File: src/rtl/param_cacheline_adaptor_if.sv
// Cache-line / memory-burst bus bundle for param_cacheline_adaptor.
// Signal names keep their _i/_o suffixes as seen from the adaptor.
// The adaptor connects through the slave modport. The cache/memory
// environment connects through the master modport.
interface param_cacheline_adaptor_if #(
  parameter int LINE_BITS  = 256,
  parameter int BURST_BITS = 64
);
  // cache side
  logic                  read_i;
  logic                  write_i;
  logic [31:0]           address_i;
  logic [LINE_BITS-1:0]  line_i;
  logic [LINE_BITS-1:0]  line_o;
  logic                  resp_o;
  // memory side
  logic [31:0]           address_o;
  logic                  read_o;
  logic                  write_o;
  logic [BURST_BITS-1:0] burst_o;
  logic [BURST_BITS-1:0] burst_i;
  logic                  resp_i;

  modport slave (
    input  read_i, write_i, address_i, line_i, burst_i, resp_i,
    output line_o, resp_o, address_o, read_o, write_o, burst_o
  );

  modport master (
    output read_i, write_i, address_i, line_i, burst_i, resp_i,
    input  line_o, resp_o, address_o, read_o, write_o, burst_o
  );
endinterface

File: src/rtl/param_cacheline_adaptor.sv
// Burst adaptor between the cache data array and main memory.
// A line fill assembles BEATS memory beats into one line buffer.
// A writeback latches a whole line and streams it out one beat at a time.
// Beats go lowest slice first. Reset is synchronous and active-high.
module param_cacheline_adaptor #(
  parameter int LINE_BITS  = 256,
  parameter int BURST_BITS = 64,
  parameter int BEATS      = LINE_BITS / BURST_BITS
) (
  input  logic                    clk,
  input  logic                    rst,
  param_cacheline_adaptor_if.slave bus
);

  localparam int CNT_W = (BEATS > 1) ? $clog2(BEATS) : 1;
  localparam int OFS   = $clog2(LINE_BITS / 8);
  // clears the byte-within-line offset bits of the request address
  localparam logic [31:0] ADDR_MASK = ~((32'd1 << OFS) - 32'd1);
  localparam logic [CNT_W-1:0] LAST = CNT_W'(BEATS - 1);

  typedef enum logic [1:0] {
    IDLE  = 2'd0,
    READ  = 2'd1,
    WRITE = 2'd2,
    DONE  = 2'd3
  } state_t;

  state_t               state;
  logic [CNT_W-1:0]     cnt;
  logic [LINE_BITS-1:0] line_q;
  logic [31:0]          addr_q;
  logic                 read_q;
  logic                 write_q;
  logic                 resp_q;

  // Transfer FSM. read_o, write_o and resp_o are registered alongside the state.
  always_ff @(posedge clk) begin
    if (rst) begin
      state   <= IDLE;
      cnt     <= '0;
      line_q  <= '0;
      addr_q  <= '0;
      read_q  <= 1'b0;
      write_q <= 1'b0;
      resp_q  <= 1'b0;
    end else begin
      case (state)
        IDLE: begin
          resp_q <= 1'b0;
          // Writeback wins over a simultaneous fill request.
          if (bus.write_i) begin
            state   <= WRITE;
            write_q <= 1'b1;
            addr_q  <= bus.address_i & ADDR_MASK;
            cnt     <= '0;
            line_q  <= bus.line_i;
          end else if (bus.read_i) begin
            state  <= READ;
            read_q <= 1'b1;
            addr_q <= bus.address_i & ADDR_MASK;
            cnt    <= '0;
          end
        end
        READ: begin
          if (bus.resp_i) begin
            line_q[BURST_BITS*cnt +: BURST_BITS] <= bus.burst_i;
            cnt <= cnt + CNT_W'(1);
            if (cnt == LAST) begin
              state  <= DONE;
              read_q <= 1'b0;
              resp_q <= 1'b1;
            end
          end
        end
        WRITE: begin
          if (bus.resp_i) begin
            cnt <= cnt + CNT_W'(1);
            if (cnt == LAST) begin
              state   <= DONE;
              write_q <= 1'b0;
              resp_q  <= 1'b1;
            end
          end
        end
        DONE: begin
          // resp_o is a single-cycle pulse, and IDLE is always re-entered.
          resp_q <= 1'b0;
          state  <= IDLE;
        end
        default: begin
          state   <= IDLE;
          read_q  <= 1'b0;
          write_q <= 1'b0;
          resp_q  <= 1'b0;
        end
      endcase
    end
  end

  // Outputs. Only the write beat is combinational. It selects the current
  // slice and is gated to zero outside a writeback.
  assign bus.line_o    = line_q;
  assign bus.address_o = addr_q;
  assign bus.read_o    = read_q;
  assign bus.write_o   = write_q;
  assign bus.resp_o    = resp_q;
  assign bus.burst_o   = write_q ? line_q[BURST_BITS*cnt +: BURST_BITS]
                                 : '0;

endmodule

File: src/flat_wrapper.sv
// flat-port wrapper written by rule: the top's interface ports become plain ports
module param_cacheline_adaptor_flat 
#(
  parameter int LINE_BITS  = 256,
  parameter int BURST_BITS = 64,
  parameter int BEATS      = LINE_BITS / BURST_BITS
)
  (clk, rst, bus_read_i, bus_write_i, bus_address_i, bus_line_i, bus_burst_i, bus_resp_i, bus_line_o, bus_resp_o, bus_address_o, bus_read_o, bus_write_o, bus_burst_o);
  param_cacheline_adaptor_if #(.LINE_BITS(LINE_BITS), .BURST_BITS(BURST_BITS)) bus_i ();
  input  logic clk;
  input  logic rst;
  input wire logic [$bits(bus_i.read_i)-1:0] bus_read_i;
  input wire logic [$bits(bus_i.write_i)-1:0] bus_write_i;
  input wire logic [$bits(bus_i.address_i)-1:0] bus_address_i;
  input wire logic [$bits(bus_i.line_i)-1:0] bus_line_i;
  input wire logic [$bits(bus_i.burst_i)-1:0] bus_burst_i;
  input wire logic [$bits(bus_i.resp_i)-1:0] bus_resp_i;
  output wire logic [$bits(bus_i.line_o)-1:0] bus_line_o;
  output wire logic [$bits(bus_i.resp_o)-1:0] bus_resp_o;
  output wire logic [$bits(bus_i.address_o)-1:0] bus_address_o;
  output wire logic [$bits(bus_i.read_o)-1:0] bus_read_o;
  output wire logic [$bits(bus_i.write_o)-1:0] bus_write_o;
  output wire logic [$bits(bus_i.burst_o)-1:0] bus_burst_o;
  assign bus_i.read_i = bus_read_i;
  assign bus_i.write_i = bus_write_i;
  assign bus_i.address_i = bus_address_i;
  assign bus_i.line_i = bus_line_i;
  assign bus_i.burst_i = bus_burst_i;
  assign bus_i.resp_i = bus_resp_i;
  assign bus_line_o = bus_i.line_o;
  assign bus_resp_o = bus_i.resp_o;
  assign bus_address_o = bus_i.address_o;
  assign bus_read_o = bus_i.read_o;
  assign bus_write_o = bus_i.write_o;
  assign bus_burst_o = bus_i.burst_o;
  param_cacheline_adaptor #(.LINE_BITS(LINE_BITS), .BURST_BITS(BURST_BITS), .BEATS(BEATS)) u_core (.clk(clk), .rst(rst), .bus(bus_i));
endmodule
File: config.mk
export PLATFORM = sky130hd
export DESIGN_NAME = param_cacheline_adaptor_flat
export DESIGN_NICKNAME = d
export VERILOG_FILES = /design/src/rtl/param_cacheline_adaptor_if.sv /design/src/rtl/param_cacheline_adaptor.sv /design/src/flat_wrapper.sv
export SDC_FILE = /design/constraint.sdc
export NUM_CORES = 1
export LEC_CHECK = 0
export CORE_AREA = 3 3 275 277
export CTS_BUF_LIST = sky130_fd_sc_hd__clkbuf_2 sky130_fd_sc_hd__clkbuf_4 sky130_fd_sc_hd__clkbuf_8
export CTS_CLUSTER_DIAMETER = 200
export DETAILED_ROUTE_END_ITERATION = 10
export DIE_AREA = 0 0 278 280
export PLACE_DENSITY = 0.55
export SETUP_SLACK_MARGIN = 0.15
export SLEW_MARGIN = 10
export SYNTH_ARGS = -nofsm -noshare
export SYNTH_HDL_FRONTEND = slang
export SYNTH_SLANG_ARGS = --single-unit
File: constraint.sdc
create_clock -name clk -period 3.61 [get_ports clk]
set_clock_uncertainty 0.05 [all_clocks]
set_input_delay 0.5415 -clock clk [delete_from_list [all_inputs] [get_ports clk]]
set_output_delay 0.5415 -clock clk [all_outputs]
set_load 0.1 [all_outputs]
; After elaboration in Yosys (flattened, before gate mapping)
; Cells that the tools add are included.
[op_classes]
n_addsub = 2
multipliers = 0
n_div = 0
magnitude_cmp = 0
n_eq_ne = 14
shift = 3
mux = 26
bitwise = 0
reduce_logical = 14
[op_table]
columns = cell, count
row1 = $mux W256, 2
row2 = $pmux W256 S2, 1
row3 = $bwmux W256, 1
row4 = $shift A64 B34 Y256 const A, 1
row5 = $shiftx A256 B9 Y64, 1
row6 = $shiftx A64 B34 Y256, 1
row7 = $mux W32, 2
row8 = $mux W64, 1
row9 = $neg A8 Y34, 1
row10 = $mux W2, 7
row11 = $ne A2 B2 Y1 const B, 5
row12 = $reduce_and A3 Y1, 3
row13 = $ne A2 B1 Y1 const B, 4
row14 = $reduce_bool A2 Y1, 4
row15 = $mux W1, 7
row16 = $eq A2 B2 Y1 const B, 3
row17 = $pmux W1 S2, 3
row18 = $pmux W2 S3, 1
row19 = $reduce_and A5 Y1, 1
row20 = $pmux W2 S2, 1
row21 = $reduce_and A2 Y1, 2
row22 = $reduce_and A4 Y1, 1
row23 = $reduce_or A2 Y1, 2
row24 = $ne A3 B3 Y1 const B, 1
row25 = other kinds (3), 3
[word_totals]
register_bits = 295
latch_bits = 0
mem_bits_rw = 0
mem_bits_ro = 0
in_bits = 357
elab_cells = 66
memories = 0

; Logic depth before layout (Yosys ltp)
[depth]
word_depth = 5
depth_mapped = 10
mapped_depth_nobuf = 5

; Least setup slack after synthesis
; Ideal clock, no wire load.
[synth_path]
path_kind = reg2out
start = reg u_core.write_q, in the netlist u_core.bus.write_o
end = out bus_burst_o[13]
arrival_time_ps = 2240
required_ps = 3019
path_slack_ps = 779
path_stages_with_launch = 4
cell_sequence = dfxtp_1 -> clkbuf_1 -> clkbuf_1 -> and2_1
[synth_via]
elab_chain_cells = 1
[synth_lines]
columns = element, line_no
row1 = from (decl), param_cacheline_adaptor.sv:33  ; logic write_q;
row2 = from (signal assigned), param_cacheline_adaptor.sv:44  ; write_q <= 1'b0;
row3 = from (signal assigned), param_cacheline_adaptor.sv:53  ; write_q <= 1'b1;
row4 = from (signal assigned), param_cacheline_adaptor.sv:80  ; write_q <= 1'b0;
row5 = $mux W64, param_cacheline_adaptor.sv:107  ; assign bus.burst_o = write_q ? line_q[BURST_BITS*cnt +: BURST_BITS]
row6 = to (decl), flat_wrapper.sv:23  ; output wire logic [$bits(bus_i.burst_o)-1:0] bus_burst_o;
; No other way between the ends.

; Worst setup path in the final report
[layout_path]
start = reg u_core.cnt[1]
end = out bus_burst_o[18]
[layout_via]
elab_chain_cells = 2
[layout_lines]
columns = element, line_no
row1 = from (decl), param_cacheline_adaptor.sv:29  ; logic [CNT_W-1:0] cnt;
row2 = from (signal assigned), param_cacheline_adaptor.sv:67  ; cnt <= cnt + CNT_W'(1);
row3 = from (signal assigned), param_cacheline_adaptor.sv:77  ; cnt <= cnt + CNT_W'(1);
row4 = $shiftx A256 B9 Y64, param_cacheline_adaptor.sv:107
row5 = $mux W64, param_cacheline_adaptor.sv:107
; No other way between the ends.

==> flow_summary.ini <==
[placement]
port_buffers = 701
hpwl_microns = 61900
globalplace.congestion = 0.875

[detailed_routing]
viasPerCell = 5.52
wl_per_cell_microns = 27.2
wl_microns = 93000
vias = 18900
drtIter0Drc = 1657
drtAntennaViolNets = 0
drcViolationCount = 0
dr.pass1.iters = 5

[floorplan]
die_h_microns = 280
rows = 99
die_width_microns = 278
start_util_pct = 23.5
io_pins = 712
core_sq_um = 73100
die_area_sq_um = 77800

[clock_tree]
cts_hold_buffers = 0
htreeDepth = 2
cts_sinks = 290
max-clock-path-buffers = 3
cts_resized = 0
clock_latency_ns = 0.65
postCtsSetupBuffers = 0
cts_inserted_buffers = 58
root_buffer = clkbuf_8
cts_tree = built
clk_transition_reported_paths_ns = 0.06

[final_layout]
multi_input_area_sq_um = 10200
area_delta_synth_final_pct = 51.4
ff_latch_area_sq_um = 5810
fillers = 7453
layout_commonest_cell = clkdlybuf4s50_1
nets = 2769
final_cell_mix = 623 x clkdlybuf4s50_1, 312 x nand2_1, 291 x a21oi_1, 287 x dfxtp_1, 240 x a311oi_2
drive_gt1_share_pct = 22.9

[timing]
post-route-min-period_ns = 3.28
maxSlewViolCount = 0
setup_viol = 0
fmax_mhz = 305
rsz0062_at_grt = false
period_share_pct = 90.9
slew_headroom_pct = 21.9
hold_viol = 0
setup_tns_ns = 0
worstMarginPinSlew_ns = 1.17

[synth]
synth_area_per_cell_sq_um = 9.38
syn_area_sq_um = 17200
ys_seq_elements = 290
synth.distinct_cells = 37
yosysSeqAreaShare_pct = 33.7
async_reset_ff_share_pct = 0
synth_edf_count = 0
yosys_warnings = 0
syn_inst = 1835
ys.flop_type = dfxtp_1

[global_routing]
grt_pass1_wl_microns = 135000
track_usage_pct = 22.7
grt_pass1_vias = 19300
overflow = 0
antenna_found_initial = 21
grt_start_max_net_pins = 140

[critical_path]
worstPathRequired_ns = 3.02
worstSetupEndpointType = output port
start_kind = register
arrival_ns = 2.69
crit_path_max_incr_delay_ns = 0.70
cp_slowest_cell = dfxtp_4
cp_max_fo = 26
critPathKind = register to output port
cpMostUsedCell = buf_4
worstPathCellList = buf_4 > mux4_2 > and2_1 > buf_4

[job]
cap_violations = 0

[outcome]
outcome = complete, no violations

[hold_path]
hp-class = primary input to register
## worst paths after layout
path	cells past startpoint	startpoint	endpoint	slack, ns
max	4	u_core.cnt[1]	bus_burst_o[18]	0.33
min	3	bus_address_i[10]	u_core.bus.address_o[10]	0.39
max reg2reg	6	u_core.cnt[1]	u_core.bus.line_o[46]	0.55
min reg2reg	2	u_core.bus.address_o[17]	u_core.bus.address_o[17]	0.41
## synthesized netlist by cell type (all sizes together), types with 2 or more instances
master	n	area (sq um)
and2	68	425
nand3	129	646
o31ai	2	15.0
clkbuf	125	469
a21oi	291	1460
a311oi	257	3750
nand4	128	801
nand2	312	1170
nor2b	4	25.0
or4	2	15.0
inv	4	15.0
buf	125	856
o21ai	2	13.8
nor3b	2	15.0
nand2b	2	12.5
dfxtp	290	5810
ha	9	113
a21bo	5	50.1
mux4	64	1440
nor3	2	10.0
## cells by family (layout without fill, tap and decap cells)
| logic type | count (synthesis) | in the layout | share of synthesized area [%] |
|---|---|---|---|
| other | 1 | 23 | 0.0218 |
| flip-flops | 290 | 290 | 33.7 |
| adder cells (fa/ha/maj) | 9 | 9 | 0.655 |
| multiplexers | 66 | 66 | 8.52 |
| AO/OA/AOI/OAI | 560 | 560 | 30.9 |
| buffers and inverters | 255 | 859 | 7.81 |
| AND/OR/NAND/NOR | 654 | 654 | 18.4 |
## state kept, by name, indices dropped and copies added (netlist names)
signal / flops
u_core.cnt: 2
u_core.bus.read_o: 1
u_core.bus.address_o: 27
u_core.state: 2
u_core.bus.resp_o: 1
u_core.bus.line_o: 256
u_core.bus.write_o: 1
## stage by stage
stage               setup slack (ns)  util, %  hold slack, ns  area, sq um  std cells
global placement               0.669     33.9           0.398        24800       3302
CTS                            0.226     35.6           0.321        26000       3402
global route                   0.178     35.6           0.349        26000       3419
finish                         0.330     35.6           0.395        26000       3420
floorplan                      0.779        -           0.465        17200       1839
detailed placement             0.589     33.9           0.397        24800       3302
## layout make-up
class	instances	share of cell area [%]
antenna	18	0.173
clock buffer	91	4.30
clock inverter	9	0.399
inverter	5	0.101
multi-input combinational	1294	39.1
sequential	290	22.3
tap	959	4.61
timing repair buffer	754	29.0
## routing by layer
layer	up-vias	routed length (microns)	global-route usage [%]
met3	190	7280	4.88
met1	9419	37000	28.2
met5	-	41	0
met2	1080	45600	38.3
li1	8192	-	-
met4	6	3090	8.92
## worst max-delay path, delay by kind of cell, from the launching register on
kind	cells	cell delay [ns]
flip-flops	1	0.70
buffers and inverters	2	0.74
AND/OR/NAND/NOR	1	0.20
multiplexers	1	0.37
Power is not shown: default switching activity piles up to over one toggle a cycle in this logic, so the estimate is an artifact.
